**src/rtl/alu_cmd_sequencer.sv**
```systemverilog
// rtl/alu_cmd_sequencer.sv - command FIFO and issue/settle/hold sequencer for a registered 16-bit ALU
// Define ALU_SEQ_DIV0_CHECK_EN to reject opcode 3 with B==0 instead of issuing it.
module alu_cmd_sequencer #(
  parameter int unsigned DATA_W = 16,
  parameter int unsigned DEPTH  = 4,
  parameter int unsigned PTR_W  = 2
) (
  input  logic              CLK,
  input  logic              RST,
  input  logic              CMD_VALID,
  output logic              CMD_READY,
  input  logic [DATA_W-1:0] CMD_A,
  input  logic [DATA_W-1:0] CMD_B,
  input  logic [3:0]        CMD_FUN,
  output logic [DATA_W-1:0] ALU_A,
  output logic [DATA_W-1:0] ALU_B,
  output logic [3:0]        ALU_FUN,
  input  logic [DATA_W-1:0] ALU_OUT,
  input  logic [4:0]        ALU_FLAGS,
  output logic              RSP_VALID,
  input  logic              RSP_READY,
  output logic [DATA_W-1:0] RSP_DATA,
  output logic [4:0]        RSP_FLAGS,
  output logic              RSP_ERR,
  output logic              BUSY
);

  localparam int unsigned    ENT_W   = 2 * DATA_W + 4;
  localparam logic [PTR_W:0] DEPTH_C = (PTR_W + 1)'(DEPTH);
  localparam logic [PTR_W:0] PTR_ONE = (PTR_W + 1)'(1);

  typedef enum logic [1:0] {IDLE, ISSUE, SETTLE, HOLD} state_t;

  state_t            state_q;
  logic [ENT_W-1:0]  mem_q [DEPTH];
  logic [PTR_W:0]    wr_ptr_q, rd_ptr_q, count, count_d;
  logic              ready_q, ready_d;
  logic              empty, push, pop, reject;
  logic [DATA_W-1:0] head_a, head_b;
  logic [3:0]        head_fun;
  logic [DATA_W-1:0] alu_a_q, alu_b_q, rsp_data_q;
  logic [3:0]        alu_fun_q;
  logic [4:0]        rsp_flags_q;
  logic              rsp_valid_q;

  assign count   = wr_ptr_q - rd_ptr_q;
  assign empty   = (count == '0);
  assign push    = CMD_VALID & ready_q;
  assign pop     = !empty && ((state_q == IDLE) || ((state_q == HOLD) && RSP_READY));
  assign count_d = count + (push ? PTR_ONE : '0) - (pop ? PTR_ONE : '0);
  assign ready_d = (count_d != DEPTH_C);

  assign {head_a, head_b, head_fun} = mem_q[rd_ptr_q[PTR_W-1:0]];

`ifdef ALU_SEQ_DIV0_CHECK_EN
  logic rsp_err_q;
  assign reject  = (head_fun == 4'd3) && (head_b == '0);
  assign RSP_ERR = rsp_err_q;
`else
  assign reject  = 1'b0;
  assign RSP_ERR = 1'b0;
`endif

  always_ff @(posedge CLK) begin
    if (push) begin
      mem_q[wr_ptr_q[PTR_W-1:0]] <= {CMD_A, CMD_B, CMD_FUN};
    end
  end

  // Ready is registered from the post-edge occupancy so it stays low through reset.
  always_ff @(posedge CLK or negedge RST) begin
    if (!RST) begin
      wr_ptr_q <= '0;
      rd_ptr_q <= '0;
      ready_q  <= 1'b0;
    end else begin
      if (push) wr_ptr_q <= wr_ptr_q + PTR_ONE;
      if (pop)  rd_ptr_q <= rd_ptr_q + PTR_ONE;
      ready_q <= ready_d;
    end
  end

  always_ff @(posedge CLK or negedge RST) begin
    if (!RST) begin
      state_q     <= IDLE;
      alu_a_q     <= '0;
      alu_b_q     <= '0;
      alu_fun_q   <= 4'hF;
      rsp_valid_q <= 1'b0;
      rsp_data_q  <= '0;
      rsp_flags_q <= '0;
`ifdef ALU_SEQ_DIV0_CHECK_EN
      rsp_err_q   <= 1'b0;
`endif
    end else begin
      case (state_q)
        IDLE:   state_q <= IDLE;
        ISSUE:  state_q <= SETTLE;
        SETTLE: begin
          // Carry is only refreshed by add/sub; anything else would report a stale value.
          rsp_data_q  <= ALU_OUT;
          rsp_flags_q <= {ALU_FLAGS[4] & (alu_fun_q[3:1] == 3'b000), ALU_FLAGS[3:0]};
          rsp_valid_q <= 1'b1;
          state_q     <= HOLD;
        end
        HOLD: begin
          if (RSP_READY) begin
            rsp_valid_q <= 1'b0;
            state_q     <= IDLE;
`ifdef ALU_SEQ_DIV0_CHECK_EN
            rsp_err_q   <= 1'b0;
`endif
          end
        end
        default: state_q <= IDLE;
      endcase

      if (pop && !reject) begin
        alu_a_q   <= head_a;
        alu_b_q   <= head_b;
        alu_fun_q <= head_fun;
        state_q   <= ISSUE;
      end
`ifdef ALU_SEQ_DIV0_CHECK_EN
      if (pop && reject) begin
        rsp_valid_q <= 1'b1;
        rsp_data_q  <= '1;
        rsp_flags_q <= 5'b01000;
        rsp_err_q   <= 1'b1;
        state_q     <= HOLD;
      end
`endif
    end
  end

  assign CMD_READY = ready_q;
  assign ALU_A     = alu_a_q;
  assign ALU_B     = alu_b_q;
  assign ALU_FUN   = alu_fun_q;
  assign RSP_VALID = rsp_valid_q;
  assign RSP_DATA  = rsp_data_q;
  assign RSP_FLAGS = rsp_flags_q;
  assign BUSY      = !empty || (state_q != IDLE);

endmodule

```
**config.mk**
```make
export PLATFORM = sky130hd
export DESIGN_NAME = alu_cmd_sequencer
export DESIGN_NICKNAME = d
export VERILOG_FILES = /design/src/rtl/alu_cmd_sequencer.sv
export SDC_FILE = /design/constraint.sdc
export NUM_CORES = 1
export LEC_CHECK = 0
export BUFFER_PORTS_ARGS = -buffer_cell sky130_fd_sc_hd__buf_2
export CAP_MARGIN = 20
export CORE_ASPECT_RATIO = 0.8
export CORE_MARGIN = 1
export CORE_UTILIZATION = 61
export CTS_CLUSTER_SIZE = 40
export DETAILED_ROUTE_END_ITERATION = 8
export PLACE_DENSITY = 0.89
export SLEW_MARGIN = 15
export SYNTH_ARGS = -nofsm -noshare
export SYNTH_HDL_FRONTEND = slang
export SYNTH_SLANG_ARGS = --single-unit
```
**constraint.sdc**
```tcl
create_clock -name CLK -period 6.9 [get_ports CLK]
set_input_delay 0.345 -clock CLK [delete_from_list [all_inputs] [get_ports CLK]]
set_output_delay 0.345 -clock CLK [all_outputs]
set_load 0.005 [all_outputs]
```
Word level (Yosys, flattened, before mapping)
Memory sizes are Yosys's and may differ from the RTL's. A register that Yosys moved wholly into a read port is not among the register bits.
Cells that the tools add are included.
Widths: inputs -> output; s select.
{"block": "totals", "register_bits": 31, "ram_bits": 144, "input_bits": 61, "out_inout_bits": 61, "elab_cells": 42, "n_memories": 1}
{"block": "classes", "addsub": 5, "n_eq_ne": 6, "muxes": 9, "bitwise_logic": 2, "n_reduce_logical": 12}
{"name": "mem_q", "words": 4, "word_bits": 36, "rd": 1, "rd_ports_with_merged_regs": 1, "wr": 1, "line_no": "35", "text": "logic [ENT_W-1:0] mem_q [DEPTH];"}
{"operator": "$pmux 2 s4", "count": 1}
{"operator": "$add 3x1->3 const B", "count": 2}
{"operator": "$logic_not 3->1", "count": 2}
{"operator": "$ne 3x3->1 const B", "count": 2}
{"operator": "$mux 1", "count": 5}
{"operator": "$eq 2x2->1 const B", "count": 2}
{"operator": "$mux 2", "count": 2}
{"operator": "$reduce_bool 2->1", "count": 2}
{"operator": "$add 3x1->3", "count": 1}
{"operator": "$sub 3x1->3", "count": 1}
{"operator": "$sub 3x3->3", "count": 1}
{"operator": "$and 1x1->1", "count": 2}
{"operator": "$eq 2x1->1 const B", "count": 1}
{"operator": "$logic_and 1x1->1", "count": 2}
{"operator": "$logic_not 1->1", "count": 2}
{"operator": "$logic_not 2->1", "count": 1}
{"operator": "$logic_or 1x1->1", "count": 2}
{"operator": "$ne 2x2->1 const B", "count": 1}
{"operator": "$pmux 1 s2", "count": 1}
{"operator": "$reduce_and 2->1", "count": 1}

Logic depth before layout (Yosys ltp)
{"block": "logic_depth", "ltp_word": 7, "depth_mapped": 14, "depth_no_buf": 13}

Least setup slack after synthesis
No wires, ideal clock.
{"block": "synth_timing", "kind": "register to register", "start": "reg wr_ptr_q[0]", "end": "reg ready_q, in the netlist CMD_READY", "setup_ps": 131, "arrival_ps": 3176, "t_required_ps": 6769, "path_slack_ps": 3593, "path_stages_with_launch": 15, "path_buffers": 1, "period_less_slack_ps": 3307, "path_cell_list": "dfrtp_1 inv_1 ha_1 fa_1 nand2_1 o21ai_4 inv_2 buf_4 ha_1 inv_1 ha_1 fa_1 xor2_1 xnor2_1 or3_1"}
{"block": "synth_between", "elab_chain_cells": 7, "word_cells_on_any_way": 8, "classes_between": "add/sub: 3; eq/ne: 1; mux: 1; reduce/logical: 3"}
{"element": "start, declared", "line_no": "36", "text": "logic [PTR_W:0] wr_ptr_q, rd_ptr_q, count, count_d;"}
{"element": "start signal, assigned", "line_no": "77", "text": "if (push) wr_ptr_q <= wr_ptr_q + PTR_ONE;"}
{"element": "$sub 3x3->3", "line_no": "46", "text": "assign count = wr_ptr_q - rd_ptr_q;"}
{"element": "$logic_not 3->1", "line_no": "47", "text": "assign empty = (count == '0);"}
{"element": "$logic_not 1->1", "line_no": "49", "text": "assign pop = !empty && ((state_q == IDLE) || ((state_q == HOLD) && RSP_READY));"}
{"element": "$logic_and 1x1->1", "line_no": "49"}
{"element": "named net pop", "line_no": "38", "text": "logic empty, push, pop, reject;"}
{"element": "$mux 1", "line_no": "50", "text": "assign count_d = count + (push ? PTR_ONE : '0) - (pop ? PTR_ONE : '0);"}
{"element": "$sub 3x1->3", "line_no": "50"}
{"element": "$ne 3x3->1", "line_no": "51", "text": "assign ready_d = (count_d != DEPTH_C);"}
{"element": "named net ready_d", "line_no": "37", "text": "logic ready_q, ready_d;"}
{"element": "end signal, assigned", "line_no": "79", "text": "ready_q <= ready_d;"}
{"element": "end, declared", "line_no": "37"}
The timed path passes the listed nets, and every way through them passes these cells.
A chain may end at the register's enable or synchronous reset.

Worst setup path after layout
{"block": "layout_timing", "start": "reg rd_ptr_q[1]", "end": "reg ready_q, in the netlist CMD_READY"}
{"block": "layout_between", "elab_chain_cells": 7, "word_cells_on_any_way": 8, "classes_between": "add/sub: 3; eq/ne: 1; mux: 1; reduce/logical: 3"}
{"element": "start, declared", "line_no": "36"}
{"element": "start signal, assigned", "line_no": "78", "text": "if (pop) rd_ptr_q <= rd_ptr_q + PTR_ONE;"}
{"element": "$sub 3x3->3 *", "line_no": "46"}
{"element": "branches (longest 4 deep; another with $add 3x1->3)"}
{"element": "$sub 3x1->3 *", "line_no": "50"}
{"element": "$ne 3x3->1 *", "line_no": "51"}
{"element": "named net ready_d", "line_no": "37"}
Mark *: on every way through the listed nets, which the timed path passes.

==> qor.yml <==
drt:
  firstDrtPassIters: 6
  antenna_left: 0
  wl_um: 14000
  drc: 0
  initialDrtViolationCount: 284
  dr_total_vias: 3903
  routed_via_density: 5.66
  wl_per_cell_um: 20.4
global_routing:
  gr-total-overflow: 0
  grt_pass1_vias: 3961
  top_usage_layer: "met2"
  met1_usage_pct: 29.1
  antenna_found_initial: 1
  track_usage_pct: 21.2
  use_met3_pct: 4.86
  grt_pass1_wl_um: 21300
  gr-usage-met2_pct: 35.2
  grt_max_degree: 68
clocking:
  clkSinkCount: 211
  cts_hold_buf: 0
  cts_made_buffers: 20
  cts_tree: "yes"
  path_clk_slew_ns: 0.06
  cts_buffer_depth: 3
  ctsResizeCount: 0
  htreeDepth: 1
  insertion_delay_ns: 0.48
  clockRootBuffer: "clkbuf_16"
  post-cts-setup-buffers: 0
die:
  dieWidth_um: 130
  rows: 37
  dieArea_um2: 13600
  core_um2: 12900
  initial_core_util_pct: 62.4
  pin_count: 122
  die_height_um: 105
timing:
  rsz0062_at_grt: "false"
  hold_viol: 8
  timing.final.crit_share_pct: 62.6
  setup_violations: 0
  fin_ws_ns: 2.58
  clock.fmax_ghz: 0.232
  finalCriticalPeriod_ns: 4.32
  tightest_slew_ns: 1.02
  holdWs_ns: -0.0150
  relSlewSlack_pct: 31.8
  tns_ns: 0
  fin_worst_skew_ns: 0.00721
  slew_violations: 0
logic_synthesis:
  synthCells: 372
  synth_xor_area_share_pct: 0.966
  yosysTopAreaCell: "edfxtp_1"
  synth_fp_nets: 446
  synth_mux_area_share_pct: 18.8
  synthesis.area_um2: 8030
  ys_types: 30
  synthAdderAreaFrac_pct: 2.21
  ys.warnings.count: 0
  ys_top_cells_by_area: "edfxtp_1, dfrtp_1, mux4_2"
  synth_compound_area_share_pct: 0.763
  synth_top_area_share_pct: 53.8
  ys_ff_latch: 211
  syn_area_per_cell_um2: 21.6
  synth_top_family_by_area: "multiplexers"
  yosysSeqAreaShare_pct: 74.8
  yosys.area_share.simple_pct: 0.904
power:
  p_comb_share_pct: 32.4
  peakVddDrop_mv: 0.365
  p_seq_share_pct: 43.0
  power.share.clock_pct: 24.6
  netSwitchingPower_mw: 1.32
  power.density_nw_per_um2: 484
  p_int_mw: 3.26
  swShare_pct: 28.9
  leakage_nw: 3.65
layout:
  final_util_pct: 73.6
  area.growth.synth_to_final_pct: 18.0
  drive_above_1_share_pct: 50.8
  nets: 574
  instances_no_fill: 689
  stdcell_area_um2: 9480
  diodes: 0
placement:
  gp_congestion: 0.780
  post_dp_cell_area_um2: 8780
  dpl.cell_count: 653
  numPortBuffers: 120
  place_ws_ns: 2.63
  hpwl_um: 8170
run_status:
  violations: "hold timing"
  status: "finished, violations left"
critical_path:
  crit_arrival_ns: 4.67
  start_kind: "flip-flop"
  cp_max_fo: 39
  path_class: "reg2reg"
  end_kind: "flip-flop"
  crit_required_ns: 7.26
worst_hold_path:
  hold_path.class: "in2async"
flow_run:
  max_cap_violations: 0
layout by cell type (no fill, tap or decap):
| cell | count |
|---|---|
| mux2_2 | 49 |
| clkinv_2 | 2 |
| o22ai_1 | 1 |
| xor3_2 | 1 |
| or3_1 | 1 |
| buf_4 | 2 |
| dfstp_2 | 4 |
| inv_8 | 1 |
| clkbuf_8 | 5 |
| buf_2 | 119 |
| xnor2_1 | 4 |
| xor2_1 | 2 |
| nand2_1 | 5 |
| nand2b_1 | 1 |
| o311ai_0 | 1 |
| nor2_1 | 2 |
| o21ai_4 | 1 |
| and3_2 | 4 |
| inv_1 | 8 |
| bufinv_16 | 1 |
| mux2_4 | 10 |
| mux4_2 | 36 |
| edfxtp_1 | 144 |
| conb_1 | 1 |
| dfrtp_1 | 61 |
| a21o_1 | 1 |
| nor4b_1 | 1 |
| clkinv_4 | 1 |
| clkbuf_16 | 22 |
| ha_1 | 11 |
| inv_2 | 1 |
| dfrtp_2 | 2 |
| clkbuf_1 | 3 |
| clkinv_1 | 1 |
| fa_1 | 2 |
| o211ai_1 | 3 |
metrics by stage:
stage                     hold slack [ns]  total power [mW]
after floorplan                    0.0494              3.04
after global placement              0.467              3.40
after detailed placement            0.475              3.49
after CTS                          0.0173              4.63
after global routing               0.0545              4.83
final                             -0.0150              4.58
metal layers:
metal | vias up | wire (um)
li1 | 1723 | -
met1 | 1994 | 5920
met2 | 165 | 6940
met3 | 21 | 933
met4 | 0 | 232
met5 | - | 0
flip-flops by register name, indices dropped and copies added (netlist names):
name	count
rd_ptr_q	3
RSP_FLAGS	5
CMD_READY	1
RSP_VALID	1
ALU_FUN	4
wr_ptr_q	3
state_q	2
ALU_A	16
mem_q	144
RSP_DATA	16
ALU_B	16
path summary, 6_finish.rpt:
kind	startpoint	endpoint	cells past startpoint	slack, ns
hold reg to reg	rd_ptr_q[2]$_DFFE_PN0P_	rd_ptr_q[2]$_DFFE_PN0P_	1	0.49
hold / removal	RST	ALU_B[4]$_DFFE_PN0P_	1	-0.02
setup / recovery	rd_ptr_q[1]$_DFFE_PN0P_	CMD_READY$_DFF_PN0_	11	2.58
setup reg to reg	rd_ptr_q[1]$_DFFE_PN0P_	CMD_READY$_DFF_PN0_	11	2.58
max in group asynchronous	RST	rd_ptr_q[0]$_DFFE_PN0P_	1	6.28
min in group CLK	CMD_B[5]	mem_q[3][9]$_DFFE_PP_	1	0.08
synthesized netlist by cell type:
| cell type | number |
|---|---|
| o311ai_0 | 1 |
| mux2_2 | 49 |
| ha_1 | 11 |
| dfrtp_1 | 63 |
| buf_1 | 1 |
| o22ai_1 | 1 |
| nand2_1 | 5 |
| inv_1 | 8 |
| or3_1 | 1 |
| buf_2 | 5 |
| inv_2 | 1 |
| xor3_2 | 1 |
| mux2_4 | 10 |
| xnor2_1 | 4 |
| o211ai_1 | 3 |
| conb_1 | 1 |
| dfstp_2 | 4 |
| nor4b_1 | 1 |
| o21ai_4 | 1 |
| nor2_1 | 2 |
| and3_1 | 4 |
| clkbuf_1 | 5 |
| buf_4 | 2 |
| a21o_1 | 1 |
| edfxtp_1 | 144 |
| fa_1 | 2 |
| mux4_2 | 36 |
| buf_6 | 2 |
| xor2_1 | 2 |
| nand2b_1 | 1 |
worst max-delay path, stage by stage (launching register included):
cell and delay [ns]:
dfrtp_2 1.02, fa_1 0.64, nand2_1 0.20, o21ai_4 0.10, inv_2 0.73, ha_1 0.23
inv_1 0.04, ha_1 0.18, fa_1 0.38, xor2_1 0.17, xnor2_1 0.14, or3_1 0.31
cells by family (layout without fill, tap and decap cells):
| kind of cell | after synthesis | after routing |
|---|---|---|
| flip-flops | 211 | 211 |
| adder cells (fa/ha/maj) | 13 | 13 |
| multiplexers | 95 | 95 |
| XOR/XNOR | 7 | 7 |
| buffers and inverters | 24 | 166 |
| other | 1 | 1 |
| AO/OA/AOI/OAI | 7 | 7 |
| AND/OR/NAND/NOR | 14 | 14 |
power groups by stage:
stage | combinational [mW] | clock [mW] | sequential, mW
after floorplan | 1.12 | 0 | 1.92
after global placement | 1.44 | 0 | 1.97
after detailed placement | 1.50 | 0 | 1.99
after CTS | 1.52 | 1.14 | 1.97
after global routing | 1.63 | 1.19 | 2.01
final | 1.49 | 1.13 | 1.97
area by class of cell:
type	count	area, um2
clock buffers	30	631
clock inverters	6	63.8
fillers	760	3390
inverters	9	33.8
multi-input cells	137	1910
flip-flops and latches	211	6010
well taps	175	219
repair buffers	121	611
Note: power is estimated with default switching activity, not from simulation.
